$ cat config.mk
export PLATFORM = sky130hd
export DESIGN_NAME = instr_issue_flat
export DESIGN_NICKNAME = d
export VERILOG_FILES = /design/src/rtl/instr_issue_pkg.sv /design/src/rtl/instr_issue_if.sv /design/src/rtl/instr_issue_fifo.sv /design/src/rtl/instr_issue.sv /design/src/flat_wrapper.sv
export SDC_FILE = /design/constraint.sdc
export NUM_CORES = 1
export LEC_CHECK = 0
export ABC_AREA = 0
export CAP_MARGIN = 20
export CORE_UTILIZATION = 55
export CTS_BUF_LIST = sky130_fd_sc_hd__clkbuf_8
export DETAILED_ROUTE_END_ITERATION = 8
export PLACE_DENSITY = 0.73
export SYNTH_ARGS = -nofsm -noshare
export SYNTH_HDL_FRONTEND = slang
export SYNTH_SLANG_ARGS = --single-unit
export TNS_END_PERCENT = 10
$ cat constraint.sdc
create_clock -name clk -period 4.3 [get_ports clk]
set_clock_uncertainty 0.05 [all_clocks]
set_input_delay 0.43 -clock clk [delete_from_list [all_inputs] [get_ports clk]]
set_output_delay 0.43 -clock clk [all_outputs]
set_load 0.02 [all_outputs]
$ cat src/rtl/instr_issue_pkg.sv
// Shared definitions for the instruction issue block.
//   INSTR_W        : width of one CPU instruction word
//   instr_t        : one instruction word
//   issue_state_e  : issue FSM state encoding (3-bit)
package instr_issue_pkg;

  localparam int unsigned INSTR_W = 16;

  typedef logic [INSTR_W-1:0] instr_t;

  typedef enum logic [2:0] {
    ST_IDLE      = 3'd0,
    ST_LOAD      = 3'd1,
    ST_START     = 3'd2,
    ST_WAIT_ACK  = 3'd3,
    ST_WAIT_DONE = 3'd4
  } issue_state_e;

endpackage

$ cat src/rtl/instr_issue_if.sv
// Host/CPU-facing bundle of the instruction issue block.
//   Host side : wr_en, wr_data (enqueue), run (issue enable level)
//   CPU side  : w (CPU idle), in (IR word), load (IR load pulse), s (start pulse)
//   Status    : full, empty, busy, issued_count, overflow, timeout
// master = host/CPU environment, slave = instr_issue.
interface instr_issue_if;
  import instr_issue_pkg::*;

  logic       wr_en;
  instr_t     wr_data;
  logic       run;
  logic       w;
  instr_t     in;
  logic       load;
  logic       s;
  logic       full;
  logic       empty;
  logic       busy;
  logic [7:0] issued_count;
  logic       overflow;
  logic       timeout;

  modport master (
    output wr_en, wr_data, run, w,
    input  in, load, s, full, empty, busy, issued_count, overflow, timeout
  );

  modport slave (
    input  wr_en, wr_data, run, w,
    output in, load, s, full, empty, busy, issued_count, overflow, timeout
  );

endinterface

$ cat src/rtl/instr_issue_fifo.sv
// Instruction FIFO: DEPTH entries of WIDTH bits, head word presented
// combinationally on rd_data.
//   wr_en/wr_data : enqueue; accepted only when not full
//   rd_en         : pop the head; ignored when empty
//   full/empty    : occupancy flags
//   overflow      : sticky, set by a write attempted while full
module instr_fifo #(
  parameter int unsigned DEPTH = 8,
  parameter int unsigned AW    = 3,
  parameter int unsigned WIDTH = 16
) (
  input  logic             clk,
  input  logic             reset,
  input  logic             wr_en,
  input  logic [WIDTH-1:0] wr_data,
  input  logic             rd_en,
  output logic [WIDTH-1:0] rd_data,
  output logic             full,
  output logic             empty,
  output logic             overflow
);

  logic [WIDTH-1:0] mem_q [DEPTH];
  logic [AW-1:0]    wr_ptr_q;
  logic [AW-1:0]    rd_ptr_q;
  logic [AW:0]      count_q;
  logic             overflow_q;
  logic             wr_ok;
  logic             rd_ok;

  assign full     = (count_q == (AW+1)'(DEPTH));
  assign empty    = (count_q == '0);
  assign overflow = overflow_q;
  assign rd_data  = mem_q[rd_ptr_q];
  assign wr_ok    = wr_en & ~full;
  assign rd_ok    = rd_en & ~empty;

  // Storage carries no reset; contents are don't-care while empty.
  always_ff @(posedge clk) begin
    if (wr_ok) mem_q[wr_ptr_q] <= wr_data;
  end

  // Pointers wrap naturally because DEPTH is a power of two.
  always_ff @(posedge clk or posedge reset) begin
    if (reset) begin
      wr_ptr_q   <= '0;
      rd_ptr_q   <= '0;
      count_q    <= '0;
      overflow_q <= 1'b0;
    end else begin
      if (wr_ok) wr_ptr_q <= wr_ptr_q + 1'b1;
      if (rd_ok) rd_ptr_q <= rd_ptr_q + 1'b1;
      if (wr_ok && !rd_ok)      count_q <= count_q + 1'b1;
      else if (!wr_ok && rd_ok) count_q <= count_q - 1'b1;
      if (wr_en && full) overflow_q <= 1'b1;
    end
  end

endmodule

$ cat src/rtl/instr_issue.sv
// Instruction issue engine: buffers host-written instructions and feeds
// them to the CPU one at a time (in/load, then s, then wait for w to fall
// and rise again). Counts completed instructions and flags handshake
// timeouts; FIFO overflow comes from the FIFO.
//   clk, reset : clock, asynchronous active-high reset
//   bus        : instr_issue_if slave (host write, run, CPU handshake, status)
module instr_issue
  import instr_issue_pkg::*;
#(
  parameter int unsigned DEPTH   = 8,
  parameter int unsigned AW      = 3,
  parameter int unsigned TIMEOUT = 15
) (
  input  logic         clk,
  input  logic         reset,
  instr_issue_if.slave bus
);

  localparam int unsigned TW = $clog2(TIMEOUT + 1);

  issue_state_e  state_q, state_d;
  logic [TW-1:0] timer_q, timer_d;
  logic [7:0]    count_q, count_d;
  logic          timeout_q, timeout_d;
  logic          pop;
  logic          load_c;
  logic          start_c;

  instr_fifo #(
    .DEPTH (DEPTH),
    .AW    (AW),
    .WIDTH (INSTR_W)
  ) u_fifo (
    .clk      (clk),
    .reset    (reset),
    .wr_en    (bus.wr_en),
    .wr_data  (bus.wr_data),
    .rd_en    (pop),
    .rd_data  (bus.in),
    .full     (bus.full),
    .empty    (bus.empty),
    .overflow (bus.overflow)
  );

  always_ff @(posedge clk or posedge reset) begin
    if (reset) begin
      state_q   <= ST_IDLE;
      timer_q   <= '0;
      count_q   <= '0;
      timeout_q <= 1'b0;
    end else begin
      state_q   <= state_d;
      timer_q   <= timer_d;
      count_q   <= count_d;
      timeout_q <= timeout_d;
    end
  end

  always_comb begin
    state_d   = state_q;
    timer_d   = timer_q;
    count_d   = count_q;
    timeout_d = timeout_q;
    pop       = 1'b0;
    load_c    = 1'b0;
    start_c   = 1'b0;
    unique case (state_q)
      ST_IDLE: begin
        if (bus.run && !bus.empty && bus.w && !timeout_q) state_d = ST_LOAD;
      end
      ST_LOAD: begin
        // CPU IR captures the head word at the same edge that pops it.
        load_c  = 1'b1;
        pop     = 1'b1;
        state_d = ST_START;
      end
      ST_START: begin
        start_c = 1'b1;
        timer_d = '0;
        state_d = ST_WAIT_ACK;
      end
      ST_WAIT_ACK: begin
        if (!bus.w) begin
          state_d = ST_WAIT_DONE;
        end else begin
          timer_d = timer_q + 1'b1;
          // Compare against TIMEOUT-1 so the flag lands on the edge where
          // the timer reaches TIMEOUT.
          if (timer_q == TW'(TIMEOUT - 1)) begin
            timeout_d = 1'b1;
            state_d   = ST_IDLE;
          end
        end
      end
      ST_WAIT_DONE: begin
        if (bus.w) begin
          count_d = count_q + 1'b1;
          state_d = (bus.run && !bus.empty) ? ST_LOAD : ST_IDLE;
        end
      end
      default: state_d = ST_IDLE;
    endcase
  end

  assign bus.load         = load_c;
  assign bus.s            = start_c;
  assign bus.busy         = (state_q != ST_IDLE);
  assign bus.issued_count = count_q;
  assign bus.timeout      = timeout_q;

endmodule

$ cat src/flat_wrapper.sv
// flat-port wrapper written by rule: the top's interface ports become plain ports
module instr_issue_flat import instr_issue_pkg::*;
#(
  parameter int unsigned DEPTH   = 8,
  parameter int unsigned AW      = 3,
  parameter int unsigned TIMEOUT = 15
)
  (clk, reset, bus_wr_en, bus_wr_data, bus_run, bus_w, bus_in, bus_load, bus_s, bus_full, bus_empty, bus_busy, bus_issued_count, bus_overflow, bus_timeout);
  instr_issue_if bus_i ();
  input  logic clk;
  input  logic reset;
  input wire logic [$bits(bus_i.wr_en)-1:0] bus_wr_en;
  input wire logic [$bits(bus_i.wr_data)-1:0] bus_wr_data;
  input wire logic [$bits(bus_i.run)-1:0] bus_run;
  input wire logic [$bits(bus_i.w)-1:0] bus_w;
  output wire logic [$bits(bus_i.in)-1:0] bus_in;
  output wire logic [$bits(bus_i.load)-1:0] bus_load;
  output wire logic [$bits(bus_i.s)-1:0] bus_s;
  output wire logic [$bits(bus_i.full)-1:0] bus_full;
  output wire logic [$bits(bus_i.empty)-1:0] bus_empty;
  output wire logic [$bits(bus_i.busy)-1:0] bus_busy;
  output wire logic [$bits(bus_i.issued_count)-1:0] bus_issued_count;
  output wire logic [$bits(bus_i.overflow)-1:0] bus_overflow;
  output wire logic [$bits(bus_i.timeout)-1:0] bus_timeout;
  assign bus_i.wr_en = bus_wr_en;
  assign bus_i.wr_data = bus_wr_data;
  assign bus_i.run = bus_run;
  assign bus_i.w = bus_w;
  assign bus_in = bus_i.in;
  assign bus_load = bus_i.load;
  assign bus_s = bus_i.s;
  assign bus_full = bus_i.full;
  assign bus_empty = bus_i.empty;
  assign bus_busy = bus_i.busy;
  assign bus_issued_count = bus_i.issued_count;
  assign bus_overflow = bus_i.overflow;
  assign bus_timeout = bus_i.timeout;
  instr_issue #(.DEPTH(DEPTH), .AW(AW), .TIMEOUT(TIMEOUT)) u_core (.clk(clk), .reset(reset), .bus(bus_i));
endmodule
-- Yosys cells after proc, flatten, opt, wreduce, memory -nomap -nowiden
Memories as Yosys holds them, arrays and structs flattened.
Index checks and enable logic that the tools add are counted.
- bits in registers: 27
- bits in latches: 0
- RAM bits: 128
- memory bits (read-only): 0
- bits of input ports: 21
- memories kept: 1
- memories (name ; words ; width ; rd ports ; clocked after memory_dff ; write ports ; line ; source):
    u_core.u_fifo.mem_q ; 8 ; 16 ; 1 ; 0 ; 1 ; instr_issue_fifo.sv:23 ; logic [WIDTH-1:0] mem_q [DEPTH];
- $add $sub $neg: 6
- $mul: 0
- div/mod/pow operators: 0
- order comparisons: 0
- equality and inequality tests: 10
- shift-type cells: 0
- muxes and demuxes: 14
- bitwise gates (word level): 4
- reduce and logical (&&, ||, !) cells: 19
- operators with widths (operator ; number):
    3-bit case mux with 5 select lines ; 1
    3-bit 2-to-1 mux ; 4
    4-bit 2-to-1 mux ; 3
    4-bit by 1-bit adder with 4-bit output (second input constant) ; 2
    8-bit by 1-bit adder with 8-bit output (second input constant) ; 1
    4-bit equality test (second input constant) ; 2
    4-bit case mux with 2 select lines ; 1
    3-bit by 1-bit adder with 3-bit output (second input constant) ; 2
    3-bit by 2-bit equality test with 1-bit output (second input constant) ; 2
    1-bit logical AND ; 6
    3-bit AND reduction ; 2
    1-bit 2-to-1 mux ; 5
    1-bit logical NOT ; 4
    4-bit logical NOT ; 1
    2-bit inequality test (second input constant) ; 2
    2-bit AND reduction ; 2
    2-bit nonzero test ; 2
    4-bit by 1-bit subtractor with 4-bit output (second input constant) ; 1
    3-bit by 1-bit equality test with 1-bit output (second input constant) ; 1
    3-bit equality test (second input constant) ; 1
    3-bit logical NOT ; 1
    3-bit by 2-bit inequality test with 1-bit output (second input constant) ; 1
    3-bit nonzero test ; 1
    1-bit bitwise AND ; 2
    other kinds (2) ; 3

-- Longest topological paths before layout
- depth after elaboration: 7
- gate-level depth with buffers: 9

-- Hierarchy
A second synthesis with hierarchy kept.
- cells, all modules: 331
- area total of the unflattened synthesis: 6458.7 um2
- by module, submodules not included (module ; instances ; cells an instance ; area each (um2)):
    instr_fifo ; 1 ; 253 ; 5599.1
    instr_issue ; 1 ; 78 ; 859.6

-- Worst setup path after synthesis
OpenSTA, ideal clock, no wires.
- kind: register to register
- from: register u_core.u_fifo.count_q[3]
- to: memory u_core.u_fifo.mem_q[0][0] (enable)
- data arrival time: 2275 ps
- required time: 3820 ps
- setup slack: 1545 ps
- cell stages (with the launch flop): 4
- path buffers: 0
- path through: dfrtp_1 or4b_4 nand2_2 nor4_1
- word-level cells in the longest chain between the ends: 5
- RTL lines (what ; line ; source):
    start: declaration ; instr_issue_fifo.sv:26 ; logic [AW:0] count_q;
    start signal: assignment ; instr_issue_fifo.sv:53 ; if (wr_ok && !rd_ok) count_q <= count_q + 1'b1;
    start signal: assignment ; instr_issue_fifo.sv:54 ; else if (!wr_ok && rd_ok) count_q <= count_q - 1'b1;
    4-bit equality test ; instr_issue_fifo.sv:31 ; assign full = (count_q == (AW+1)'(DEPTH));
    1-bit NOT ; instr_issue_fifo.sv:35 ; assign wr_ok = wr_en & ~full;
    1-bit bitwise AND ; instr_issue_fifo.sv:35 ;
    1-bit 2-to-1 mux ; instr_issue_fifo.sv:40 ; if (wr_ok) mem_q[wr_ptr_q] <= wr_data;
    1-bit 2-to-1 mux (not written as such) ; instr_issue_fifo.sv:40 ;
    end: declaration ; instr_issue_fifo.sv:23 ;
No other way between the ends.

-- Final worst setup path
- from: register u_core.u_fifo.rd_ptr_q[1]
- to: output bus_in[2]
- word-level cells in the longest chain between the ends: 1
- RTL lines (what ; line ; source):
    start: declaration ; instr_issue_fifo.sv:25 ; logic [AW-1:0] rd_ptr_q;
    start signal: assignment ; instr_issue_fifo.sv:52 ; if (rd_ok) rd_ptr_q <= rd_ptr_q + 1'b1;
    memory 8 x 16 bit ; - ;
    end: declaration ; flat_wrapper.sv:16 ; output wire logic [$bits(bus_i.in)-1:0] bus_in;
No other way between the ends.

==> impl.org <==
** Drt
- Number of design rule violations left after detail routing :: 0
- The routed layout has 3149 vias.
- DR WL/cell :: 20.1 um
- The count of nets left with antenna violations once routing finished came out at 0.
- Wires add up to 10800 um.
- Using the TritonRoute via totals, the vias-per-cell ratio works out to 5.86.
- Detailed Route Iter0 Violations :: 189
- Initial DRT Pass Iterations :: 4

** STA
- The max-slew violation count is 0.
- For this run, the top clock speed supported by timing is 311 MHz.
- The final hold violation count is 0.
- Setup total negative slack on the finished layout was measured at 0 ns.
- Setup violations remaining at the end of the flow were counted as 0.
- Setup repair after global routing left no endpoint under its margin.
- Dividing the final minimum period by the clock period gives 74.7%.
- For the pin with the worst max-slew slack, the measured transition is 1.05 ns.
- Subtracting the final worst setup slack from the clock period gives 3.21 ns.
- Max-Slew Margin vs Limit :: 29.7%
- On the final layout, the worst hold slack is 0.303 ns.

** Synth
- Yosys reg bits :: 155
- The average instance in the mapped netlist occupies 20.0 um2.
- Netlist cell types :: 41
- The share of the Yosys chip area taken by registers is 71.4%.
- Area share of the largest cell type after synthesis :: 60.7%
- Ys Warns :: 0
- Biggest area consumer among synthesized cells :: sky130_fd_sc_hd__edfxtp_1
- Leading cell type by number of instances after synthesis :: sky130_fd_sc_hd__edfxtp_1
- The number of nets in the synthesized netlist is 347.
- Syn Std Cell Area :: 6330 um2
- The most used flip-flop cell after synthesis is sky130_fd_sc_hd__edfxtp_1.
- Top cell types by occurrence after synthesis :: 128 x sky130_fd_sc_hd__edfxtp_1, 27 x sky130_fd_sc_hd__dfrtp_1, 25 x sky130_fd_sc_hd__mux4_1
- In this run, synthesis inferred 128 flip-flops with an integrated enable.
- After technology mapping, the gate count stands at 317.
- Proportion of register bits with asynchronous set or reset after synthesis :: 17.4%
- After synthesis, the cell types taking the most area are sky130_fd_sc_hd__edfxtp_1 61%, sky130_fd_sc_hd__dfrtp_1 11%, sky130_fd_sc_hd__mux4_1 10%.

** Power and ir drop
- Reported leakage power :: 0.00263 uW
- Of the total power, combinational logic draws 34.0%.
- The analysis attributes to net switching a power of 1540 uW.
- Sw Ratio :: 31.2%
- Clk pwr share :: 23.3%
- Sequential share of power :: 42.7%
- VDD sags by at most 0.415 mV.
- In this run the power density over the cells is 661 nW/um2.
- Final Power :: 4950 uW
- The internal portion of the total power is 3410 uW.

** Floorplan
- The floorplan has 38 rows.
- Core area :: 11000 um2
- The die is 109 um wide.
- Num ports :: 52
- The floorplan step set the die height to 109 um.
- Full die area :: 11900 um2
- The initial utilization of the core area, before any placement, comes to 57.4%.

** Global route
- Via count of the first global-routing pass :: 3143
- The number of antenna violations at the first check in global routing is 0.
- For this run, global-route usage on met1 was measured as 27.5%.
- Global routing used 4.84% of the available met3 tracks.
- GR Util met2 :: 31.0%
- Global routing used 19.9% of the available tracks across all layers.
- After global routing the overflow that remains totals 0.
- First-pass GRT wire length :: 16600 um
- In this run the most used layer during global routing was met2.
- Entering global routing, the biggest net connects 28 pins.

** Setup path
- Kind of start point of the critical path :: register
- Number of buffer and inverter stages on the critical path :: 2
- Delay-heaviest family, CP :: buffers and inverters
- Data arrival time of the critical path :: 2.73 ns
- Critical path start-end classification :: reg -> out
- Critical-path cell list :: buf_4, mux4_1, mux2_2, clkdlybuf4s50_1
- Delay of the slowest critical-path stage :: 0.74 ns
- At the worst endpoint, the required time is 3.82 ns.
- STA classifies the critical path endpoint as an output pin.
- Cell with the biggest individual delay on the critical path :: sky130_fd_sc_hd__dfrtp_1
- Of all nets on the critical path, the largest fanout is 20.

** Clock tree
- Root cell of the clock tree :: sky130_fd_sc_hd__clkbuf_8
- CTS built an H-tree with a depth of 4.
- Clock sink count :: 155
- Count of instances resized after the clock tree is built :: 0
- The clock reaches the later pin of the worst-skew pair after 0.42 ns.
- Clock tree from TritonCTS :: yes
- Clock tree synthesis inserted a total of 17 buffers.
- In this run the post-CTS setup repair buffer count came out at 0.
- The clock passes through at most 2 buffers.
- Cts hold-fix bufs :: 0
- Clock input transition at the sequential cells of the worst setup and hold paths :: 0.08 ns

** Place
- Routability-driven placement congestion ratio :: 0.767
- Input and output buffers added on the ports amount to 51.
- Dpl hpwl :: 6370 um

** Final layout
- Cells fill 67.9% of the core in the end.
- Net total in the final layout :: 414
- The post-route netlist has 18.6% of its cells at a drive strength greater than 1.
- Antenna diode count :: 0
- Layout overhead on the synthesized area :: 18.4%

** Run status
- The flow ran to the end, and the final reports show no timing, DRC or antenna violations.

** Worst hold path
- The min-delay analysis places its worst path in the category in -> async.

** Job
- Count of max-cap constraint violations :: 0
==> path summary, 6_finish.rpt <==
kind,startpoint,endpoint,slack [ns],depth (start not counted)
max,u_core.u_fifo.rd_ptr_q[1]$_DFFE_PP0P_,bus_in[2],1.09,4
min,reset,u_core.timer_q[3]$_DFFE_PP0P_,0.30,2
max reg2reg,u_core.u_fifo.count_q[0]$_DFFE_PP0P_,u_core.u_fifo.count_q[3]$_DFFE_PP0P_,1.36,9
min reg2reg,u_core.u_fifo.overflow$_DFFE_PP0P_,u_core.u_fifo.overflow$_DFFE_PP0P_,0.41,1
max in group asynchronous,reset,u_core.bus.issued_count[1]$_DFFE_PP0P_,3.40,3
min in group clk,u_core.u_fifo.overflow$_DFFE_PP0P_,u_core.u_fifo.overflow$_DFFE_PP0P_,0.41,1
==> placed cells by master (no fill, tap or decap), types with 3 or more instances in the layout <==
| cell type | n |
|---|---|
| sky130_fd_sc_hd__buf_4 | 8 |
| sky130_fd_sc_hd__nand2_1 | 4 |
| sky130_fd_sc_hd__inv_1 | 9 |
| sky130_fd_sc_hd__o21ai_0 | 7 |
| sky130_fd_sc_hd__clkdlybuf4s50_1 | 51 |
| sky130_fd_sc_hd__nand3b_1 | 4 |
| sky130_fd_sc_hd__inv_6 | 3 |
| sky130_fd_sc_hd__clkbuf_8 | 17 |
| sky130_fd_sc_hd__or3_1 | 7 |
| sky130_fd_sc_hd__mux4_1 | 25 |
| sky130_fd_sc_hd__nand2b_1 | 3 |
| sky130_fd_sc_hd__mux4_2 | 7 |
| sky130_fd_sc_hd__dfrtp_1 | 27 |
| sky130_fd_sc_hd__bufinv_16 | 4 |
| sky130_fd_sc_hd__nand4_1 | 5 |
| sky130_fd_sc_hd__clkinvlp_4 | 4 |
| sky130_fd_sc_hd__xnor2_1 | 12 |
| sky130_fd_sc_hd__nand3_1 | 6 |
| sky130_fd_sc_hd__edfxtp_1 | 128 |
| sky130_fd_sc_hd__mux2_2 | 20 |
| sky130_fd_sc_hd__nor3_4 | 4 |
| sky130_fd_sc_hd__a21oi_1 | 5 |
| sky130_fd_sc_hd__nor2_1 | 4 |
| sky130_fd_sc_hd__ha_1 | 8 |
==> metrics by stage <==
stage          setup slack (ns)  std cells  cell area, um2
2_1_floorplan              1.55        317            6330
6_report                   1.09        537            7490
3_5_place_dp               1.35        504            7050
5_1_grt                   0.940        537            7490
4_1_cts                    1.02        536            7480
3_3_place_gp               1.45        504            7050
==> cells by family after synthesis <==
logic type	Yosys count	synth area share (%)
fa+ha+maj	9	1.90
simple gates	50	4.98
buf+inv	20	1.74
xor+xnor	13	1.80
flops	155	71.4
mux	53	16.6
compound gates	17	1.60
==> cell type report <==
cell class / instances / area (um2)
clock buffers: 17 / 234
clock inverters: 15 / 196
fillers: 714 / 3540
inverters: 8 / 30.0
multi-input cells: 142 / 1750
flip-flops and latches: 155 / 4520
well taps: 140 / 175
repair buffers: 60 / 586
==> power by group through the flow <==
stage                     logic [uW]  clock network [uW]  registers [uW]
after CTS                       1710                1180            2120
after global routing            1810                1240            2150
final                           1690                1150            2110
after detailed placement        1700                   0            2150
after global placement          1680                   0            2130
after floorplan                 1190                   0            2050
==> flip-flops by register name, indices dropped and copies added, names as in the netlist <==
| name | flops |
|---|---|
| u_core.u_fifo.mem_q | 128 |
| u_core.bus.issued_count | 8 |
| u_core.timer_q | 4 |
| u_core.u_fifo.count_q | 4 |
| u_core.state_q | 3 |
| u_core.u_fifo.rd_ptr_q | 3 |
| u_core.u_fifo.wr_ptr_q | 3 |
| u_core.bus.timeout | 1 |
| u_core.u_fifo.overflow | 1 |
==> per-layer routing <==
layer / share of wire (%) / wire length [um]
met3: 4.2 / 457
met2: 49 / 5300
met5: 0 / 0
met1: 45 / 4900
met4: 1.1 / 124
No activity file was read; power rests on OpenSTA's default activity.
